==> src/rtl/apb_ic_pkg.sv <==
// Shared types, sizing helper and default SoC address map for the APB interconnect.
package apb_ic_pkg;

  typedef enum logic [1:0] {
    IDLE   = 2'd0,
    SETUP  = 2'd1,
    ACCESS = 2'd2
  } state_t;

  localparam int unsigned DEFAULT_TIMEOUT_CYCLES = 255;

  // Bits needed to index `value` entries, never less than one.
  function automatic int unsigned clog2_min1(input int unsigned value);
    int unsigned width;
    width = 1;
    for (int unsigned i = 1; i < 32; i++) begin
      if ((32'd1 << i) < value) width = i + 1;
    end
    return width;
  endfunction

  localparam logic [15:0] GPIO0_BASE = 16'h0080;
  localparam logic [15:0] GPIO0_MASK = 16'hFFF0;
  localparam logic [15:0] GPIO1_BASE = 16'h0090;
  localparam logic [15:0] GPIO1_MASK = 16'hFFF0;
  localparam logic [15:0] GPIO2_BASE = 16'h00A0;
  localparam logic [15:0] GPIO2_MASK = 16'hFFF0;
  localparam logic [15:0] UART0_BASE = 16'h00B0;
  localparam logic [15:0] UART0_MASK = 16'hFFF0;
  localparam logic [15:0] REGS0_BASE = 16'h00C0;
  localparam logic [15:0] REGS0_MASK = 16'hFFF0;
  localparam logic [15:0] BRAM0_BASE = 16'h1000;
  localparam logic [15:0] BRAM0_MASK = 16'hF000;

  localparam logic [6*16-1:0] SOC_SLAVE_BASE =
    {BRAM0_BASE, REGS0_BASE, UART0_BASE, GPIO2_BASE, GPIO1_BASE, GPIO0_BASE};
  localparam logic [6*16-1:0] SOC_SLAVE_MASK =
    {BRAM0_MASK, REGS0_MASK, UART0_MASK, GPIO2_MASK, GPIO1_MASK, GPIO0_MASK};

endpackage

==> src/rtl/apb_rr_arbiter.sv <==
// Round-robin arbiter: owns the last-served index and proposes the next grant.
module apb_rr_arbiter
  import apb_ic_pkg::*;
#(
  parameter int unsigned PORTS = 2,
  localparam int unsigned IW = clog2_min1(PORTS)
) (
  input  logic             clk,
  input  logic             reset,
  input  logic [PORTS-1:0] req,
  input  logic             advance,
  output logic [IW-1:0]    grant
);

  logic [IW-1:0] rr_last;
  logic          found;
  int unsigned   idx;

  always_comb begin
    grant = '0;
    found = 1'b0;
    idx   = 0;
    for (int unsigned i = 1; i <= PORTS; i++) begin
      idx = (32'(rr_last) + i) % PORTS;
      if (!found && req[idx]) begin
        found = 1'b1;
        grant = IW'(idx);
      end
    end
  end

  // Recorded at grant time rather than completion: no new pick can happen
  // while a transfer is in flight, and reset restores the initial pointer.
  always_ff @(posedge clk) begin
    if (reset) rr_last <= IW'(PORTS - 1);
    else if (advance) rr_last <= grant;
  end

endmodule

==> src/rtl/apb_intercon_rr.sv <==
// N-master / M-slave APB interconnect with round-robin arbitration and mask/base decode.
// Optional ACCESS stall timeout enabled by defining APB_IC_TIMEOUT_EN.
module apb_intercon_rr
  import apb_ic_pkg::*;
#(
  parameter int unsigned BUS_WIDTH    = 16,
  parameter int unsigned MASTER_PORTS = 2,
  parameter int unsigned SLAVE_PORTS  = 6,
  parameter logic [SLAVE_PORTS*BUS_WIDTH-1:0] SLAVE_BASE = '0,
  parameter logic [SLAVE_PORTS*BUS_WIDTH-1:0] SLAVE_MASK = '0,
  parameter int unsigned TIMEOUT_CYCLES = DEFAULT_TIMEOUT_CYCLES
) (
  input  logic                              clk,
  input  logic                              reset,
  input  logic [MASTER_PORTS*BUS_WIDTH-1:0] S_PADDR,
  input  logic [MASTER_PORTS-1:0]           S_PWRITE,
  input  logic [MASTER_PORTS-1:0]           S_PSELx,
  input  logic [MASTER_PORTS-1:0]           S_PENABLE,
  input  logic [MASTER_PORTS*BUS_WIDTH-1:0] S_PWDATA,
  output logic [MASTER_PORTS*BUS_WIDTH-1:0] S_PRDATA,
  output logic [MASTER_PORTS-1:0]           S_PREADY,
  output logic [MASTER_PORTS-1:0]           S_PSLVERR,
  output logic [BUS_WIDTH-1:0]              M_PADDR,
  output logic                              M_PWRITE,
  output logic [SLAVE_PORTS-1:0]            M_PSELx,
  output logic                              M_PENABLE,
  output logic [BUS_WIDTH-1:0]              M_PWDATA,
  input  logic [SLAVE_PORTS*BUS_WIDTH-1:0]  M_PRDATA,
  input  logic [SLAVE_PORTS-1:0]            M_PREADY,
  input  logic [SLAVE_PORTS-1:0]            M_PSLVERR
);

  localparam int unsigned MW = clog2_min1(MASTER_PORTS);
  localparam int unsigned SW = clog2_min1(SLAVE_PORTS);

  state_t               state;
  logic [MW-1:0]        grant_q;
  logic [MW-1:0]        next_grant;
  logic [BUS_WIDTH-1:0] addr_q;
  logic [BUS_WIDTH-1:0] wdata_q;
  logic                 write_q;
  logic [SW-1:0]        sel_q;
  logic                 miss_q;

  logic                 start;
  logic [BUS_WIDTH-1:0] req_addr;
  logic                 dec_hit;
  logic [SW-1:0]        dec_sel;
  logic                 bus_active;
  logic                 in_access;
  logic                 slave_ready;
  logic                 timed_out;
  logic                 abort;
  logic                 done;
  logic [BUS_WIDTH-1:0] rdata;
  logic                 err;
  logic                 unused_penable;

  assign unused_penable = ^S_PENABLE;
  assign start = (state == IDLE) && (|S_PSELx);

  apb_rr_arbiter #(
    .PORTS(MASTER_PORTS)
  ) u_arbiter (
    .clk    (clk),
    .reset  (reset),
    .req    (S_PSELx),
    .advance(start),
    .grant  (next_grant)
  );

  assign req_addr = S_PADDR[next_grant*BUS_WIDTH +: BUS_WIDTH];

  // Ascending scan with a first-hit guard so the lowest slave index wins overlaps.
  always_comb begin
    dec_hit = 1'b0;
    dec_sel = '0;
    for (int unsigned i = 0; i < SLAVE_PORTS; i++) begin
      if (!dec_hit && ((req_addr & SLAVE_MASK[i*BUS_WIDTH +: BUS_WIDTH]) ==
                       SLAVE_BASE[i*BUS_WIDTH +: BUS_WIDTH])) begin
        dec_hit = 1'b1;
        dec_sel = SW'(i);
      end
    end
  end

  assign slave_ready = M_PREADY[sel_q];

`ifdef APB_IC_TIMEOUT_EN
  localparam int unsigned TW = clog2_min1(TIMEOUT_CYCLES + 1);
  logic [TW-1:0] timer;

  always_ff @(posedge clk) begin
    if (reset || state == SETUP) timer <= '0;
    else if (state == ACCESS && !slave_ready) timer <= timer + 1'b1;
  end

  assign timed_out = (state == ACCESS) && (timer == TW'(TIMEOUT_CYCLES));
`else
  assign timed_out = 1'b0;
`endif

  assign bus_active = !reset && (state != IDLE);
  assign in_access  = !reset && (state == ACCESS);
  assign abort      = miss_q || timed_out;
  assign done       = in_access && (abort || slave_ready);
  assign rdata      = abort ? '0 : M_PRDATA[sel_q*BUS_WIDTH +: BUS_WIDTH];
  assign err        = abort || M_PSLVERR[sel_q];

  always_ff @(posedge clk) begin
    if (reset) begin
      state   <= IDLE;
      grant_q <= '0;
      addr_q  <= '0;
      wdata_q <= '0;
      write_q <= 1'b0;
      sel_q   <= '0;
      miss_q  <= 1'b0;
    end else begin
      case (state)
        IDLE: begin
          if (start) begin
            grant_q <= next_grant;
            addr_q  <= req_addr;
            wdata_q <= S_PWDATA[next_grant*BUS_WIDTH +: BUS_WIDTH];
            write_q <= S_PWRITE[next_grant];
            sel_q   <= dec_sel;
            miss_q  <= !dec_hit;
            state   <= SETUP;
          end
        end
        SETUP:   state <= ACCESS;
        ACCESS:  if (done) state <= IDLE;
        default: state <= IDLE;
      endcase
    end
  end

  assign M_PADDR   = bus_active ? addr_q : '0;
  assign M_PWDATA  = bus_active ? wdata_q : '0;
  assign M_PWRITE  = bus_active && write_q;
  assign M_PENABLE = in_access;
  assign M_PSELx   = (bus_active && !miss_q) ? (SLAVE_PORTS'(1) << sel_q) : '0;

  assign S_PREADY  = done ? (MASTER_PORTS'(1) << grant_q) : '0;
  assign S_PSLVERR = (done && err) ? (MASTER_PORTS'(1) << grant_q) : '0;

  always_comb begin
    S_PRDATA = '0;
    if (done) S_PRDATA[grant_q*BUS_WIDTH +: BUS_WIDTH] = rdata;
  end

endmodule

==> config.mk <==
export PLATFORM = sky130hd
export DESIGN_NAME = apb_intercon_rr
export DESIGN_NICKNAME = d
export VERILOG_FILES = /design/src/rtl/apb_ic_pkg.sv /design/src/rtl/apb_rr_arbiter.sv /design/src/rtl/apb_intercon_rr.sv
export SDC_FILE = /design/constraint.sdc
export NUM_CORES = 1
export LEC_CHECK = 0
export ABC_AREA = 1
export CELL_PAD_IN_SITES_DETAIL_PLACEMENT = 1
export CELL_PAD_IN_SITES_GLOBAL_PLACEMENT = 1
export CORE_ASPECT_RATIO = 1.2
export CORE_MARGIN = 2
export CORE_UTILIZATION = 18
export CTS_BUF_LIST = sky130_fd_sc_hd__clkbuf_4
export CTS_CLUSTER_DIAMETER = 60
export DETAILED_ROUTE_END_ITERATION = 7
export GPL_TIMING_DRIVEN = 0
export PLACE_DENSITY_LB_ADDON = 0.1
export SKIP_LAST_GASP = 1
export SYNTH_ARGS = -nofsm -noshare
export SYNTH_HDL_FRONTEND = slang
export SYNTH_SLANG_ARGS = --single-unit
==> constraint.sdc <==
create_clock -name clk -period 2 [get_ports clk]
set_clock_uncertainty 0.15 [all_clocks]
set_input_delay 0.5 -clock clk [delete_from_list [all_inputs] [get_ports clk]]
set_output_delay 0.5 -clock clk [all_outputs]
set_load 0.05 [all_outputs]
==> impl_metrics.yaml, run 1 <==
setup_path:
  cp_slowest_cell: "dfxtp_4"
  r2r_cells: 8
  path_buf_inv: 3
  worst_setup_path_end_kind: "primary output"
  worstSetupStartpointType: "register"
  crit_arrival_ps: 1650
  path_class: "register to primary output"
  crit_top_cell: "buf_6"
  cp_num_cells: 6
  crit_chain: "nor3_4 > buf_6 > nand3b_4 > clkbuf_16 > nor2_4 > buf_6"
  cp.required_ps: 1350
  crit_fanout: 5
  cp_slowest_stage_delay_ps: 380
  cp_top_family: "buffers and inverters"
place:
  io_buffers: 158
  place_area_sq_um: 4698
  place_hpwl_um: 8685
  routabilityCongestion: 0.7285
  pre_cts_ws_ps: -1413
hold_path:
  whs_path_depth: 2
  hp-class: "primary input to register"
sta:
  maxSlewHeadroom_pct: 64.24
  setup_viol: 71
  tightest_slew_ps: 536.5
  fin_crit_sh_pct: 115.2
  timing.fmax_ghz: 0.4339
  drv_slew: 0
  setup_ws_ps: -304.9
  min_period_ps: 2305
  rsz0062_at_grt: "true"
  hold_slack_ps: 280.4
  final-hold-violation-count: 0
power_and_ir_drop:
  ir_worst_vdd_mv: 0.1877
  internal-power_w: 0.001469
  seq_power_share_pct: 34.8
  p_sw_w: 0.001012
  swShare_pct: 40.79
  p_comb_share_pct: 48.9
  power-per-cell-area_nw_per_um2: 464.1
  power_leakage_nw: 2.383
  power_frac_clock_pct: 16.3
  total_power_w: 0.002481
synth:
  seq_area_frac_synth_pct: 28.65
  synth.avg_cell_area_sq_um: 5.732
  synth_seq_cells: 37
  yosysTopAreaCell: "dfxtp_1"
  ys_top_cells_by_area: "dfxtp_1 (29%), nor2_1 (20%), nand2_1 (15%)"
  yosysWarnings: 0
  yosys-top-cells-count: "nor2_1 (138), nand2_1 (106), inv_1 (58)"
  synth.top_cell.area_share_pct: 28.65
  synth_edf_count: 0
  ys.flop_type: "dfxtp_1"
  synth_cell_types: 19
  ys_async_sr_fraction_pct: 0
  syn_inst: 451
  syn_area_sq_um: 2585
  synth_most_common_cell: "nor2_1"
final_layout:
  area.growth.synth_to_final_pct: 106.8
  final_cell_area_sq_um: 5345
  nets: 820
  layout-drive-gt1-share_pct: 31.87
routing:
  drt.antenna.violating_nets: 0
  vias: 3353
  dr.pass1.iters: 4
  wl_per_cell_um: 14.35
  finalWirelength_um: 11650
  drc_errors: 0
  vias_per_cell: 4.129
  drtIter0Drc: 55
floorplanning:
  die_h_um: 135.3
  dieArea_sq_um: 15340
  fp.dieW_um: 113.4
  io_pins: 256
  placementRows: 47
  initial_core_util_pct: 18.55
  core_sq_um: 13940
global_routing:
  grt_max_degree: 11
  grt_pass1_wl_um: 17960
  grt_usage_pct: 14.87
  grt_pass1_vias: 3513
  antenna_found_initial: 1
  grt.overflow.total: 0
cts:
  insertion_delay_ps: 340
  htreeDepth: 2
  hold_buffers: 0
  tritoncts: "done"
  clk_path_buf_depth: 2
  clk_pin_slew_ps: 110
  cts_buffers: 5
  cts_root_buf: "clkbuf_4"
  cts_sinks: 37
run:
  drv_cap: 0
status:
  status: "finished with violations"
  violations: "setup timing"
[worst paths after layout]
check / from / end / slack [ps]
hold reg to reg: state[0]$_SDFFE_PP0P_ / state[1]$_SDFFE_PP0P_ / 380
setup / recovery: state[0]$_SDFFE_PP0P_ / S_PRDATA[12] / -300
setup reg to reg: state[0]$_SDFFE_PP0P_ / write_q$_SDFFE_PP0P_ / 360
hold / removal: reset / state[1]$_SDFFE_PP0P_ / 280
[cell families after synthesis]
kind of cell,synth area share (%)
compound gates,10.36
other cells,0.1451
flops,28.65
simple gates,44.14
buf+inv,16.70
[repair_timing]
item,in CTS,in global routing
gates resized for setup,504,65
pin swaps,3,4
setup endpoints to repair,71,81
cloned,4,1
setup buffers,11,4
[final cells by class]
| class | count | area (sq um) |
|---|---|---|
| well taps | 171 | 214.0 |
| clock buffers | 6 | 45.04 |
| fillers | 1724 | 8592 |
| inverters | 59 | 229.0 |
| clock inverters | 1 | 3.754 |
| multi-input cells | 327 | 1916 |
| plain buffers | 34 | 259.0 |
| flip-flops and latches | 37 | 745.7 |
| repair buffers | 176 | 1931 |
| diodes | 1 | 2.502 |
[per-stage QoR]
| stage | util [%] | setup TNS, ps | cells |
|---|---|---|---|
| floorplan | - | -14640 | 455 |
| global placement | 33.71 | -96240 | 784 |
| detailed placement | 33.71 | -100320 | 784 |
| CTS | 35.91 | -19270 | 806 |
| global route | 38.35 | -24130 | 812 |
| finish | 38.35 | -16140 | 812 |
[layer usage]
metal  vias up  global-route usage (%)  share of wire, %
met5         -                       0                 0
met4         0                   3.184              0.85
met2        95                   27.74                52
met3         6                   3.177               5.1
li1       1717                       -                 -
met1      1535                   17.37                42
[sequential cells by signal, indices dropped and copies added, names as in the netlist]
signal	count
write_q	1
addr_q	16
grant_q	1
wdata_q	16
state	2
u_arbiter.rr_last	1
[placed cells by master, fill, tap and decap left out, drive strengths merged]
master           n
clkdlybuf4s50   85
nor2           139
a21boi          33
nand2          107
conb             5
dlygate4sd2      2
inv             56
clkinvlp         2
nand3b           2
a21oi            3
buf            113
clkbuf          15
nand3           36
nor3             1
clkinv           2
bufbuf           1
diode            1
o21ai            1
dfxtp           37
[power groups by stage]
stage | logic (W) | clock network (W) | registers, W
2_1_floorplan | 0.000680 | 0 | 0.000870
3_3_place_gp | 0.00107 | 0 | 0.000874
3_5_place_dp | 0.00108 | 0 | 0.000878
4_1_cts | 0.00115 | 0.000434 | 0.000863
5_1_grt | 0.00134 | 0.000455 | 0.000873
6_report | 0.00121 | 0.000405 | 0.000863
Power figures use the tool's default switching activity.
==> inputs of run 2 (changes only) <==
--- a/config.mk
+++ b/config.mk
@@ -6,16 +6,15 @@
 export NUM_CORES = 1
 export LEC_CHECK = 0
 export ABC_AREA = 1
-export CELL_PAD_IN_SITES_DETAIL_PLACEMENT = 1
-export CELL_PAD_IN_SITES_GLOBAL_PLACEMENT = 1
-export CORE_ASPECT_RATIO = 1.2
-export CORE_MARGIN = 2
-export CORE_UTILIZATION = 18
+export ABC_CLOCK_PERIOD_IN_PS = 2000
+export CORE_AREA = 2 2 100 102
 export CTS_BUF_LIST = sky130_fd_sc_hd__clkbuf_4
 export CTS_CLUSTER_DIAMETER = 60
 export DETAILED_ROUTE_END_ITERATION = 7
+export DIE_AREA = 0 0 102 104
 export GPL_TIMING_DRIVEN = 0
-export PLACE_DENSITY_LB_ADDON = 0.1
+export PLACE_DENSITY = 0.75
+export SETUP_SLACK_MARGIN = 0.5
 export SKIP_LAST_GASP = 1
 export SYNTH_ARGS = -nofsm -noshare
 export SYNTH_HDL_FRONTEND = slang
==> run 2 against run 1 <==
  * Critical path type unchanged
  * Sequential share of layout area shrank 0.41 points
  * Wire length shrank 12%
  * Worst hold slack gained 8.8 ps
  * Fmax shrank 1.9%
  * Sequential power is essentially flat
  * Register-to-register slack gained 270 ps
  * Critical path depth is the same
  * Count of clock-buffer cells in the layout is the same
  * Largest cell class unchanged
  * Power grew 7.1%
  * Largest power group unchanged
  * Combinational power grew 4%
  * Non-clock buffer count grew 2
  * Global-route usage grew 3.1 points
  * The run still ends with setup timing left
==> impl_metrics.yaml, run 2 (synthesis gave the netlist of run 1 again) <==
final_layout:
  final_common_cell: "nand2_1"
  nFillCells: 896
  layout-drive-gt1-share_pct: 33.44
  final_cell_area_sq_um: 5507
  reg_top3: "addr_q (16), wdata_q (16), state (2)"
  area.growth.synth_to_final_pct: 113.0
  mostFrequentLayoutCells: "nand2_1 (105), clkdlybuf4s50_1 (83), nor2_1 (69), nor2_4 (65), buf_6 (55)"
  final_cells: 776
  nets: 822
  diodes: 0
routing:
  dr.pass1.iters: 4
  finalWirelength_um: 10270
  drc_errors: 0
  vias: 3324
  vias_per_cell: 4.284
  drt.antenna.violating_nets: 0
  drtIter0Drc: 128
  wl_per_cell_um: 13.23
floorplanning:
  fp.dieW_um: 102
  io_pins: 256
  dieArea_sq_um: 10610
  initial_core_util_pct: 27.07
  placementRows: 36
  core_sq_um: 9549
  die_h_um: 104
global_routing:
  grt_max_degree: 12
  grt_pass1_vias: 3220
  grt_pass1_wl_um: 15190
  grt_use_met1_pct: 20.68
  grt_usage_pct: 17.97
  grt.overflow.total: 0
  grtUsageMet2_pct: 31.63
  top_usage_layer: "met2"
  antenna_found_initial: 0
  use_met3_pct: 5.712
cts:
  clk_pin_slew_ps: 110
  cts_buffers: 5
  hold_buffers: 0
  cts_root_buf: "clkbuf_4"
  htreeDepth: 2
  insertion_delay_ps: 350
  tritoncts: "done"
  cts_sinks: 37
  clk_path_buf_depth: 2
setup_path:
  cp.required_ps: 1350
  crit_fanout: 6
  worstSetupStartpointType: "register"
  path_class: "register to primary output"
  worst_setup_path_end_kind: "primary output"
  crit_arrival_ps: 1700
sta:
  rsz0062_at_grt: "true"
  min_period_ps: 2348
  setup_ws_ps: -348.4
  setup_tns_ps: -19120
  drv_slew: 0
  setup_viol: 68
  tightest_slew_ps: 511.1
  maxSlewHeadroom_pct: 65.93
  final-hold-violation-count: 0
  timing.fmax_ghz: 0.4258
  fin_crit_sh_pct: 117.4
place:
  place_hpwl_um: 7409
  io_buffers: 158
  routabilityCongestion: 0.7917
  place_inst: 746
  place_area_sq_um: 4823
power_and_ir_drop:
  ir_worst_vdd_mv: 0.3569
  power-per-cell-area_nw_per_um2: 482.4
  power_leakage_nw: 2.471
run:
  drv_cap: 0
status:
  status: "finished with violations"
  violations: "setup timing"
hold_path:
  hp-class: "primary input to register"
==> run 2: changes by cell type in the layout (fill, tap and decap cells not counted), moves of 5 or more <==
cell	before	now
buf_2	13	4
buf_4	20	26
nor2_2	15	5
nor2_4	55	65
buf_8	15	20
==> run 2: where the power goes <==
group	internal, W	total [W]	leakage, nW	switching (W)
registers	0.000831	0.000864	0.308	0.0000325
clock network	0.000274	0.000536	0.0433	0.000263
logic	0.000539	0.00126	2.12	0.000717
==> run 2: layout make-up <==
type                       instances  area (sq um)  share of cell area [%]
sequential                        37         745.7                   13.54
clock buffer                       6         45.04                  0.8180
clock inverter                     2         33.78                  0.6135
tap                              133         166.4                   3.022
inverter                          59         234.0                   4.249
buffer                            34         300.3                   5.453
timing repair buffer             178          1996                   36.24
multi-input combinational        327          1986                   36.06
==> run 2: what timing repair did <==
item	in CTS	in global routing
setup endpoints to repair	107	105
pin swaps	5	4
hold endpoints to repair	0	0
resized for setup	533	60
gates cloned	4	2
setup buffers	8	8
==> run 2: path summary, 6_finish.rpt <==
path	slack [ps]	startpoint	cells past startpoint	endpoint
max	-350	state[0]$_SDFFE_PP0P_	6	S_PRDATA[18]
min	290	reset	2	grant_q$_SDFFE_PP0P_
max reg2reg	630	state[0]$_SDFFE_PP0P_	7	addr_q[13]$_SDFFE_PP0P_
min reg2reg	390	u_arbiter.rr_last$_SDFFE_PP1P_	2	u_arbiter.rr_last$_SDFFE_PP1P_
==> run 2: worst max-delay path: stages, from the launching register on <==
cell and delay, ps:
dfxtp_4 390, nor3_4 180, buf_6 140, nand3_4 150
buf_4 220, nor2_4 100, buf_6 170
==> run 2: layer usage <==
layer / share of wire (%) / up-vias / wire, um
li1: - / 1720 / -
met1: 39 / 1443 / 4047
met2: 50 / 148 / 5115
met3: 9.4 / 13 / 960
met4: 1.4 / 0 / 143
met5: 0 / - / 0
==> run 2: metrics by stage <==
| stage | util [%] | hold WS, ps | power, W | worst slack [ps] |
|---|---|---|---|---|
| 4_1_cts | 54.56 | 281.6 | 0.002604 | -344.5 |
| 6_report | 57.67 | 289.2 | 0.002656 | -348.4 |
| 5_1_grt | 57.67 | 303.0 | 0.002819 | -413.3 |
| 2_1_floorplan | - | 313.8 | 0.001618 | -439.3 |
| 3_3_place_gp | 50.51 | 327.6 | 0.001967 | -1390 |
| 3_5_place_dp | 50.51 | 348.3 | 0.001988 | -1413 |
==> inputs of run 3 (changes only) <==
--- a/config.mk
+++ b/config.mk
@@ -6,7 +6,7 @@
 export NUM_CORES = 1
 export LEC_CHECK = 0
 export ABC_AREA = 1
-export ABC_CLOCK_PERIOD_IN_PS = 2000
+export ABC_CLOCK_PERIOD_IN_PS = 2900
 export CORE_AREA = 2 2 100 102
 export CTS_BUF_LIST = sky130_fd_sc_hd__clkbuf_4
 export CTS_CLUSTER_DIAMETER = 60
==> constraint.sdc (replaced) <==
create_clock -name clk -period 2.9 [get_ports clk]
set_clock_uncertainty 0.15 [all_clocks]
set_input_delay 0.725 -clock clk [delete_from_list [all_inputs] [get_ports clk]]
set_output_delay 0.725 -clock clk [all_outputs]
set_load 0.05 [all_outputs]
==> run 3 against run 2 <==
  * The run now ends clean
  * Count of clock-buffer cells in the layout is the same
  * Power shrank 38%
  * Register-to-register slack better by 770 ps
  * Critical path type is now primary input to primary output
==> impl_metrics.yaml, run 3 (synthesis gave the netlist of run 1 again) <==
final_layout:
  reg_top3: "addr_q (16), wdata_q (16), state (2)"
  nets: 812
  final_util_pct: 53.12
  final_common_cell: "nand2_1"
  mostFrequentLayoutCells: "nand2_1 (106), clkdlybuf4s50_1 (83), nor2_1 (69), nor2_4 (56), inv_1 (52)"
  diodes: 0
  final_cell_area_sq_um: 5072
  area.growth.synth_to_final_pct: 96.22
  layout-drive-gt1-share_pct: 31.49
global_routing:
  grt.overflow.total: 0
  grt_pass1_vias: 3187
  grt_use_met1_pct: 21.64
  grtUsageMet2_pct: 31.81
  use_met3_pct: 4.368
  top_usage_layer: "met2"
  grt_usage_pct: 17.92
  grt_max_degree: 11
  grt_pass1_wl_um: 15260
  antenna_found_initial: 0
routing:
  drtIter0Drc: 89
  wl_per_cell_um: 12.95
  vias_per_cell: 4.307
  dr.pass1.iters: 4
  vias: 3295
  drt.antenna.violating_nets: 0
  drc_errors: 0
  finalWirelength_um: 9910
setup_path:
  worst_setup_path_end_kind: "primary output"
  path_class: "primary input to primary output"
  cp_slowest_cell: "buf_6"
  crit_fanout: 5
  worstSetupStartpointType: "primary input"
  path_buf_inv: 4
  crit_chain: "buf_12 > nor3_4 > buf_6 > buf_4 > nand3b_4 > nor2_2 > buf_6"
  cp_slowest_stage_delay_ps: 170
  cp.required_ps: 2030
  crit_top_cell: "buf_6"
  cp_top_family: "buffers and inverters"
  crit_arrival_ps: 1670
cts:
  cts_sinks: 37
  clk_pin_slew_ps: 100
  cts_buffers: 5
  insertion_delay_ps: 330
  cts_root_buf: "clkbuf_4"
  hold_buffers: 0
  clk_path_buf_depth: 2
  htreeDepth: 2
  tritoncts: "done"
sta:
  drv_slew: 0
  maxSlewHeadroom_pct: 65.74
  final-hold-violation-count: 0
  timing.fmax_ghz: 0.3937
  fin_crit_sh_pct: 87.60
  tightest_slew_ps: 513.9
  setup_viol: 0
  min_period_ps: 2540
  rsz0062_at_grt: "true"
floorplanning:
  placementRows: 36
  io_pins: 256
  fp.dieW_um: 102
  die_h_um: 104
  initial_core_util_pct: 27.07
  dieArea_sq_um: 10610
  core_sq_um: 9549
place:
  routabilityCongestion: 0.8269
  io_buffers: 158
  place_area_sq_um: 4771
  place_hpwl_um: 7566
hold_path:
  hp-class: "register to register"
run:
  drv_cap: 0
status:
  status: "finished, final reports clean"
power_and_ir_drop:
  power_leakage_nw: 2.311
  ir_worst_vdd_mv: 0.1787
  power-per-cell-area_nw_per_um2: 322.6
==> run 3: cell count changes in the layout (fill, tap and decap cells not counted), sizes merged <==
| cell | before | now |
|---|---|---|
| clkinv | 3 | 2 |
| inv | 55 | 56 |
| dlygate4sd2 | 1 | 2 |
| buf | 114 | 108 |
| bufinv | 1 | 0 |
| clkbuf | 19 | 14 |
==> run 3: final cells by class <==
cell class | instances | area (sq um)
Inverter | 59 | 231.5
Fill cell | 940 | 4477
Sequential cell | 37 | 743.2
Clock buffer | 6 | 45.04
Multi-Input combinational cell | 327 | 1929
Clock inverter | 1 | 3.754
Tap cell | 133 | 166.4
Buffer | 34 | 247.7
Timing Repair Buffer | 168 | 1705
==> run 3: through the flow <==
stage / TNS [ps] / instances / worst slack (ps) / total power, W / hold WS, ps
6_report: 0 / 765 / 359.7 / 0.001637 / 365.8
5_1_grt: 0 / 765 / 319.3 / 0.001751 / 398.5
4_1_cts: 0 / 765 / 339.6 / 0.001644 / 377.0
3_5_place_dp: -59290 / 746 / -920.5 / 0.001363 / 365.2
3_3_place_gp: -57340 / 746 / -896.8 / 0.001347 / 327.5
2_1_floorplan: 0 / 455 / 10.74 / 0.001101 / 313.8
==> run 3: repair_timing <==
item | CTS | global route
hold endpoints to repair | 0 | 0
pin swaps | 5 | 3
buffers inserted | 8 | 0
gates cloned | 4 | 0
setup endpoints to repair | 71 | 70
gates resized for setup | 494 | 22
==> run 3: final timing paths <==
| kind | startpoint | endpoint | slack (ps) | cells after the start |
|---|---|---|---|---|
| worst max-delay path | reset | S_PSLVERR[0] | 360 | 7 |
| worst min-delay path | state[0]$_SDFFE_PP0P_ | state[1]$_SDFFE_PP0P_ | 370 | 2 |
| worst max register to register | u_arbiter.rr_last$_SDFFE_PP1P_ | wdata_q[6]$_SDFFE_PP0P_ | 1400 | 6 |
| worst min register to register | state[0]$_SDFFE_PP0P_ | state[1]$_SDFFE_PP0P_ | 370 | 2 |
==> run 3: worst reg2reg max path, stage by stage, from the launching register on <==
cell and delay [ps]:
dfxtp_1 380, nand2_1 110, buf_2 200, buf_2 200, a21boi_0 240, nor2_1 80
nor2_1 80
==> run 3: power by group <==
| group | switching (W) | internal, W |
|---|---|---|
| sequential | 0.0000222 | 0.000574 |
| clock | 0.000165 | 0.0000975 |
| combinational | 0.000472 | 0.000306 |
| total | 0.000659 | 0.000977 |
==> run 3: per-layer routing <==
layer  vias to the layer above  wire [um]
met1                      1443       4071
met2                       140       4922
li1                       1703          -
met5                         -          0
met4                         0         93
met3                         9        823
